<file path="config.mk">
export PLATFORM = sky130hd
export DESIGN_NAME = key_event_queue
export DESIGN_NICKNAME = d
export VERILOG_FILES = /design/src/rtl/kbd_pkg.sv /design/src/rtl/sync_fifo.sv /design/src/rtl/key_event_queue.sv
export SDC_FILE = /design/constraint.sdc
export NUM_CORES = 1
export LEC_CHECK = 0
export ABC_AREA = 0
export BUFFER_PORTS_ARGS = -buffer_cell sky130_fd_sc_hd__buf_4
export CAP_MARGIN = 20
export CORE_ASPECT_RATIO = 0.7
export CORE_MARGIN = 10
export CORE_UTILIZATION = 50
export CTS_BUF_LIST = sky130_fd_sc_hd__clkbuf_16
export DETAILED_ROUTE_END_ITERATION = 10
export MAX_ROUTING_LAYER = met4
export PLACE_DENSITY = 0.77
export SLEW_MARGIN = 25
export SYNTH_ARGS = -nofsm -noshare
export SYNTH_HDL_FRONTEND = slang
export SYNTH_HIERARCHICAL = 1
export SYNTH_SLANG_ARGS = --single-unit
</file>
<file path="constraint.sdc">
create_clock -name clk -period 2.75 [get_ports clk]
set_clock_uncertainty 0.05 [all_clocks]
set_input_delay 0.1375 -clock clk [delete_from_list [all_inputs] [get_ports clk]]
set_output_delay 0.1375 -clock clk [all_outputs]
set_load 0.01 [all_outputs]
</file>
<file path="src/rtl/kbd_pkg.sv">
// Shared keyboard types and default typematic timing for the 25.125 MHz system clock.
package kbd_pkg;

  typedef logic [7:0] key_code_t;

  localparam key_code_t NO_KEY = 8'h00;

  // 500 ms first-repeat delay and ~30 Hz repeat rate at 25.125 MHz
  localparam int KBD_REPEAT_DELAY = 12562500;
  localparam int KBD_REPEAT_RATE  = 837500;

  typedef enum logic [1:0] {
    ST_IDLE   = 2'd0,
    ST_DELAY  = 2'd1,
    ST_REPEAT = 2'd2
  } rep_state_t;

endpackage

</file>
<file path="src/rtl/sync_fifo.sv">
// Small synchronous FIFO with sticky overflow flag; head entry is read combinationally.
module sync_fifo #(
  parameter int WIDTH = 8,
  parameter int DEPTH = 8
) (
  input  logic             clk,
  input  logic             resetn,
  input  logic             push,
  input  logic [WIDTH-1:0] push_data,
  input  logic             pop,
  input  logic             clear,
  output logic [WIDTH-1:0] head,
  output logic             empty,
  output logic             full,
  output logic             overflow
);

  localparam int AW = (DEPTH > 1) ? $clog2(DEPTH) : 1;

  logic [WIDTH-1:0] mem [DEPTH];
  logic [AW:0]      wr_ptr;
  logic [AW:0]      rd_ptr;
  logic             do_push;
  logic             do_pop;

  assign empty = (wr_ptr == rd_ptr);
  assign full  = (wr_ptr[AW] != rd_ptr[AW]) && (wr_ptr[AW-1:0] == rd_ptr[AW-1:0]);

  // A pop on a full FIFO frees the head slot in the same cycle, so the push may take it.
  assign do_pop  = pop && !empty && !clear;
  assign do_push = push && (!full || do_pop) && !clear;

  always_ff @(posedge clk or negedge resetn) begin
    if (!resetn) begin
      wr_ptr   <= '0;
      rd_ptr   <= '0;
      overflow <= 1'b0;
    end else if (clear) begin
      wr_ptr   <= '0;
      rd_ptr   <= '0;
      overflow <= 1'b0;
    end else begin
      if (do_push) wr_ptr <= wr_ptr + 1'b1;
      if (do_pop)  rd_ptr <= rd_ptr + 1'b1;
      if (push && !do_push) overflow <= 1'b1;
    end
  end

  always_ff @(posedge clk) begin
    if (do_push) mem[wr_ptr[AW-1:0]] <= push_data;
  end

  assign head = empty ? '0 : mem[rd_ptr[AW-1:0]];

endmodule

</file>
<file path="src/rtl/key_event_queue.sv">
// Turns the held-key word into press and typematic repeat events and queues them for the CPU.
module key_event_queue
  import kbd_pkg::*;
#(
  parameter int DEPTH        = 8,
  parameter int REPEAT_DELAY = KBD_REPEAT_DELAY,
  parameter int REPEAT_RATE  = KBD_REPEAT_RATE
) (
  input  logic        clk,
  input  logic        resetn,
  input  logic [15:0] key_in,
  input  logic        pop,
  input  logic        clear,
  output logic [15:0] data_out,
  output logic        empty,
  output logic        full,
  output logic        overflow,
  output rep_state_t  dbg_state
);

  // pop and clear are single-cycle strobes with no ready: a pop on an empty queue
  // is ignored, and an event arriving at a full queue without a pop is dropped.

  localparam int CNT_MAX = (REPEAT_DELAY > REPEAT_RATE) ? REPEAT_DELAY : REPEAT_RATE;
  localparam int CNT_W   = (CNT_MAX > 1) ? $clog2(CNT_MAX) : 1;
  localparam logic [CNT_W-1:0] DELAY_LAST = CNT_W'(REPEAT_DELAY - 1);
  localparam logic [CNT_W-1:0] RATE_LAST  = CNT_W'(REPEAT_RATE - 1);

  key_code_t        key;
  key_code_t        prev_key;
  key_code_t        push_data;
  key_code_t        head;
  logic             press;
  logic             push;
  rep_state_t       state_q;
  rep_state_t       state_d;
  logic [CNT_W-1:0] cnt_q;
  logic [CNT_W-1:0] cnt_d;
  logic             unused_hi;

  assign key       = key_in[7:0];
  assign unused_hi = ^key_in[15:8];
  assign press     = (key != NO_KEY) && (key != prev_key);
  assign dbg_state = state_q;

  always_ff @(posedge clk or negedge resetn) begin
    if (!resetn) begin
      prev_key <= NO_KEY;
      state_q  <= ST_IDLE;
      cnt_q    <= '0;
    end else begin
      prev_key <= key;
      state_q  <= state_d;
      cnt_q    <= cnt_d;
    end
  end

  always_comb begin
    state_d   = state_q;
    cnt_d     = cnt_q;
    push      = 1'b0;
    push_data = key;
    case (state_q)
      ST_IDLE: begin
        if (press) begin
          push    = 1'b1;
          cnt_d   = '0;
          state_d = ST_DELAY;
        end
      end
      ST_DELAY, ST_REPEAT: begin
        if (key == NO_KEY) begin
          cnt_d   = '0;
          state_d = ST_IDLE;
        end else if (press) begin
          // A new code restarts the delay, so a repeat never coincides with a press.
          push    = 1'b1;
          cnt_d   = '0;
          state_d = ST_DELAY;
        end else if (cnt_q == ((state_q == ST_DELAY) ? DELAY_LAST : RATE_LAST)) begin
          push      = 1'b1;
          push_data = prev_key;
          cnt_d     = '0;
          state_d   = ST_REPEAT;
        end else begin
          cnt_d = cnt_q + 1'b1;
        end
      end
      default: begin
        cnt_d   = '0;
        state_d = ST_IDLE;
      end
    endcase
  end

  sync_fifo #(
    .WIDTH (8),
    .DEPTH (DEPTH)
  ) u_fifo (
    .clk       (clk),
    .resetn    (resetn),
    .push      (push),
    .push_data (push_data),
    .pop       (pop),
    .clear     (clear),
    .head      (head),
    .empty     (empty),
    .full      (full),
    .overflow  (overflow)
  );

  assign data_out = {8'h00, head};

endmodule

</file>
### Word level (Yosys, flattened, before mapping)

Memories as Yosys holds them, arrays and structs flattened.
Cells that the tools add are included.

| cells by class | value |
|---|---|
| $add $sub $neg | 3 |
| reduce and logical (&&, ||, !) cells | 20 |
| multiplexer cells | 29 |
| eq/ne operators | 9 |

Operator list:

| kind | number |
|---|---|
| $mux W24 | 5 |
| $pmux W24 S2 | 1 |
| $mux W8 | 5 |
| $add A24 B1 Y24 const B | 1 |
| $eq A24 B24 Y1 | 1 |
| $mux W4 | 4 |
| $add A4 B1 Y4 const B | 2 |
| $logic_not A8 Y1 | 1 |
| $mux W1 | 8 |
| $mux W2 | 4 |
| $ne A8 B8 Y1 | 1 |
| $reduce_bool A8 Y1 | 1 |
| $logic_and A1 B1 Y1 | 7 |
| $reduce_bool A2 Y1 | 3 |
| $eq A4 B4 Y1 | 1 |
| $logic_not A1 Y1 | 4 |
| $ne A4 B4 Y1 const B | 1 |
| $pmux W2 S2 | 1 |
| $eq A3 B3 Y1 | 1 |
| $eq A2 B1 Y1 const B | 1 |
| $eq A2 B2 Y1 const B | 1 |
| $logic_not A2 Y1 | 1 |
| $ne A2 B2 Y1 const B | 1 |
| $pmux W1 S2 | 1 |
| other kinds (4) | 4 |

| storage, ports and cells | value |
|---|---|
| memory bits (writable) | 64 |
| bits of input ports | 20 |
| register bits after elaboration | 43 |
| memories kept | 1 |

Memories:

| name | depth | width | rd ports | clocked after Yosys merged registers in | write ports | RTL line | text |
|---|---|---|---|---|---|---|---|
| u_fifo.mem | 8 | 8 | 1 | 0 | 1 | sync_fifo.sv:20 | `logic [WIDTH-1:0] mem [DEPTH];` |

### Logic depth before layout (Yosys ltp)

| depth | value |
|---|---|
| depth after elaboration | 13 |
| mapped depth | 11 |

### Hierarchy

Netlist, hierarchy kept.

Modules (own cells, without submodules):

| module | instances | area an instance (um2) | cells an instance |
|---|---|---|---|
| sync_fifo | 1 | 3,115.5 | 174 |
| key_event_queue | 1 | 2,228.4 | 231 |

### Least setup slack after synthesis

No wires, ideal clock.

| timing | value |
|---|---|
| path kind | register -> register |
| start point | register state_q[1], in the netlist dbg_state[1] |
| end point | memory u_fifo.mem[0][0], enable pin |
| data arrival time | 2.589 ns |
| stages on the path, launching flop included | 11 |
| slack | -0.272 ns |
| buffers on the path | 1 |
| data required time | 2.317 ns |
| path through | dfrtp_1 > inv_1 > ha_1 > nand4bb_1 > nor4_4 > o2111ai_2 > buf_6 > a21oi_1 > o21ba_2 > o211ai_1 > nor3_1 |

| between the ends | value |
|---|---|
| word-level cells in the longest chain between the ends | 11 |
| elaborated cells between the ends (all ways) | 14 |
| classes of those cells | eq/ne (3); mux (7); reduce/logical (4) |

RTL lines:

| item | RTL line | text |
|---|---|---|
| from (decl) | key_event_queue.sv:35 | `rep_state_t state_q;` |
| from (signal assigned) | key_event_queue.sv:53 | `state_q <= state_d;` |
| $eq A2 B1 Y1 | key_event_queue.sv:63, key_event_queue.sv:80 |  |
| $mux W24 | key_event_queue.sv:80 | `end else if (cnt_q == ((state_q == ST_DELAY) ? DELAY_LAST : RATE_LAST)) begin` |
| $eq A24 B24 Y1 | key_event_queue.sv:80 |  |
| $mux W1 | key_event_queue.sv:80 |  |
| $mux W1 | key_event_queue.sv:75 | `end else if (press) begin` |
| $mux W1 | key_event_queue.sv:72 | `if (key == NO_KEY) begin` |
| $pmux W1 S2 (*) | key_event_queue.sv:63 | `case (state_q)` |
| via push | key_event_queue.sv:34 | `logic push;` |
| $logic_and A1 B1 Y1 (*) (2 in a row) | sync_fifo.sv:31 | `assign do_push = push && (!full \|\| do_pop) && !clear;` |
| $mux W1 (*) | sync_fifo.sv:50 | `if (do_push) mem[wr_ptr[AW-1:0]] <= push_data;` |
| $mux W1 (implied by the code) (*) | sync_fifo.sv:50 |  |
| to (decl) | sync_fifo.sv:20 |  |

Mark *: on every way through the listed nets, which the timed path passes. The rest lies on a longest branch.

### Final worst setup path

| timing | value |
|---|---|
| start point | input port key_in[7] |
| end point | memory u_fifo.mem[4][6], enable pin |

| between the ends | value |
|---|---|
| word-level cells in the longest chain between the ends | 9 |
| elaborated cells between the ends (all ways) | 12 |
| classes of those cells | eq/ne (1); mux (6); reduce/logical (5) |

RTL lines:

| item | RTL line | text |
|---|---|---|
| from (decl) | key_event_queue.sv:11 | `input logic [15:0] key_in,` |
| $ne A8 B8 Y1 or $reduce_bool A8 Y1 (tied branches) | key_event_queue.sv:43 | `assign press = (key != NO_KEY) && (key != prev_key);` |
| $logic_and A1 B1 Y1 | key_event_queue.sv:43 |  |
| $mux W1 | key_event_queue.sv:75 |  |
| $mux W1 | key_event_queue.sv:72 |  |
| $pmux W1 S2 (*) | key_event_queue.sv:63 |  |
| via push | key_event_queue.sv:34 |  |
| $logic_and A1 B1 Y1 (*) (2 in a row) | sync_fifo.sv:31 |  |
| $mux W1 (*) | sync_fifo.sv:50 |  |
| $mux W1 (implied by the code) (*) | sync_fifo.sv:50 |  |

Marked as above.

==> results.sh <==
export IMPL_outcome="completed"
export IMPL_dp_cells=553
export IMPL_core_region_area_sq_mm=0.0104
export IMPL_yosysTopAreaCellShare=0.360
export IMPL_die_area_sq_mm=0.0153
export IMPL_die_x_microns=144
export IMPL_floorplan_rows=31
export IMPL_drive_gt1_frac=0.247
export IMPL_synth_edf_count=64
export IMPL_drt_iter0_markers=382
export IMPL_vias_per_cell=6.24
export IMPL_antenna_found_initial=0
export IMPL_slew_viol_final=0
export IMPL_crit_required_ns=2.81
export IMPL_fin_util=0.586
export IMPL_htree_num_levels=3
export IMPL_tritoncts="done"
export IMPL_worst_pin_slew_ns=0.578
export IMPL_ys_ff_latch=107
export IMPL_ant_nets=0
export IMPL_synth_area_leaders="edfxtp_1, dfrtp_1, mux4_2"
export IMPL_cts_root_buf="clkbuf_16"
export IMPL_synth_ff_type="edfxtp_1"
export IMPL_power_density_mw_per_mm2=744
export IMPL_finalSetupViolCount=0
export IMPL_grt_overflow_total=0
export IMPL_avgSynthCellArea_sq_um=13.2
export IMPL_cts_buffers=9
export IMPL_slew_headroom=0.614
export IMPL_min_period_over_period=0.972
export IMPL_grt_pass1_vias=3540
export IMPL_ys_types=63
export IMPL_totalPowerFinal_mw=4.53
export IMPL_fill_cells=800
export IMPL_clock_sinks=107
export IMPL_final_cells=581
export IMPL_syn2layout_area_growth_pct=14.0
export IMPL_ys_warn_count=6
export IMPL_num_antenna_cells=0
export IMPL_cp_start_kind="primary input"
export IMPL_netlist_area_sq_mm=0.00534
export IMPL_drcViolationCount=0
export IMPL_min_period_ns=2.67
export IMPL_gp_congestion=0.884
export IMPL_io_pins=41
export IMPL_cts_buffer_depth=2
export IMPL_drt_wirelength_per_cell_microns=20.3
export IMPL_grt_max_degree=44
export IMPL_whs_ns=0.142
export IMPL_grt_total_usage=0.164
export IMPL_grt_first_pass_wirelength_microns=19200
export IMPL_fp_dieH_microns=106
export IMPL_fin_tns_setup_ns=0
export IMPL_port_buffers=24
export IMPL_timing_fmax_ghz=0.374
export IMPL_worstSetupPathType="primary input to flip-flop"
export IMPL_crit_fanout=11
export IMPL_synthArstFlopShare=0.402
export IMPL_vias=3623
export IMPL_seq_area_frac_synth=0.561
export IMPL_finish_net_count=470
export IMPL_syn_inst=405
export IMPL_min_path_type="primary input to flip-flop"
export IMPL_p_leak_nw=2.18
export IMPL_clock_insertion_delay_worst_skew_ns=0.35
export IMPL_hold_violations=0
export IMPL_arrival_ns=2.73
export IMPL_post_dp_hpwl_microns=8080
export IMPL_path_clk_slew_ns=0.07
export IMPL_drt_wl_total_microns=11800
export IMPL_firstDrtPassIters=5
export IMPL_start_util=0.514
export IMPL_yosysTopAreaCell="edfxtp_1"
export IMPL_cap_viol_max_count=0
export IMPL_endpoint_kind="flip-flop"
export IMPL_irDropWorstVdd_v=0.000469
[registers in the layout, summed over array words and instances, names as in the netlist]
name / flops
cnt_q: 24
prev_key: 8
u_fifo/rd_ptr: 4
dbg_state: 2
u_fifo/overflow: 1
u_fifo/wr_ptr: 4
u_fifo/mem: 64
[cell usage after synthesis, types with 11 or more instances]
cell type  instances
dfrtp_1           43
nor2_1            26
nand2_1           11
mux4_2            16
edfxtp_1          64
mux2i_1           11
o21ai_0           11
nand3_1           30
clkbuf_1          12
xnor2_1           11
nand4_1           22
[cells in the final DEF, fill, tap and decap left out, types with 3 or more instances in the layout]
cell type and instances:
o21ai_0 11, a21oi_1 7, dfrtp_1 43, xnor2_1 11, nand2b_1 10, inv_1 8, clkbuf_16 9, nand3_1 30
o221ai_1 8, nor2_1 24, edfxtp_1 64, xor2_2 3, ha_1 5, mux2i_1 11, nand4_2 3, o311ai_1 10
conb_1 8, dlygate4sd3_1 10, mux4_2 16, nor4_1 3, nand2_1 11, nor3_1 3, nor2b_1 3, nand4_1 22
or3_1 9, buf_4 50
[metal layers]
layer,track usage,routed length [microns],up-vias
li1,-,-,1623
met1,0.228,5470,1851
met2,0.233,5410,139
met3,0.0422,776,10
met4,0.0436,131,0
met5,-,0,-
[path summary, 6_finish.rpt]
kind | startpoint | to | slack, ns | depth (start not counted)
max | key_in[7] | u_fifo/mem[4][6] | 0.08 | 10
min | pop | u_fifo/overflow | 0.14 | 4
max reg2reg | dbg_state[1] | u_fifo/mem[4][6] | 0.11 | 10
min reg2reg | cnt_q[0] | cnt_q[0] | 0.52 | 1
max in group asynchronous | resetn | prev_key[3] | 1.97 | 2
min in group asynchronous | resetn | u_fifo/rd_ptr[1] | 0.28 | 2
[worst max-delay path, stage by stage]
cell           delay (ns)
dlygate4sd3_1        0.54
buf_4                0.18
or4_1                0.58
or2_1                0.26
o21ai_2              0.11
a21oi_2              0.10
o21ba_4              0.26
o211ai_1             0.22
nor2_1               0.15
buf_4                0.19
[final cells by class]
type | instances | area [sq um] | area share
clock buffers | 9 | 225 | 0.0370
clock inverters | 7 | 85.1 | 0.0140
repair buffers | 60 | 475 | 0.0780
flip-flops and latches | 107 | 3000 | 0.492
multi-input cells | 259 | 2120 | 0.348
inverters | 7 | 26.3 | 0.00431
well taps | 132 | 165 | 0.0271
[cell families (layout without fill, tap and decap cells)]
logic type,Yosys count,count (layout),synth area share
muxes,29,29,0.0923
buffers and inverters,46,83,0.0531
adders and majority gates,6,6,0.0140
xor gates and xnor gates,16,16,0.0304
other,1,8,0.000702
AOI/OAI and AO/OA,53,53,0.0798
and+or+nand+nor,147,147,0.169
DFF,107,107,0.561
[power breakdown]
group          internal (mW)  switching (mW)  leakage [nW]
clock network          0.788           0.552         0.159
logic                  0.568           0.674         0.869
registers               1.85           0.105          1.16
[metrics by stage]
step | instance area, sq um | worst slack (ns)
final | 6090 | 0.0769
after global routing | 6090 | -0.0251
after CTS | 6070 | 0.0562
after detailed placement | 5650 | 0.00984
after global placement | 5650 | 0.128
after floorplan | 5390 | -0.0537
[repair_timing]
| item | 4_1_cts | 5_1_grt |
|---|---|---|
| hold buffers | 10 | 0 |
| gates cloned | 0 | 0 |
| endpoints found under the setup margin | 8 | 59 |
| resized for setup | 1 | 3 |
| setup buffers | 0 | 2 |
| hold endpoints to repair | 53 | 0 |
| pin swaps | 0 | 3 |
No activity file was read; power rests on OpenSTA's default activity.
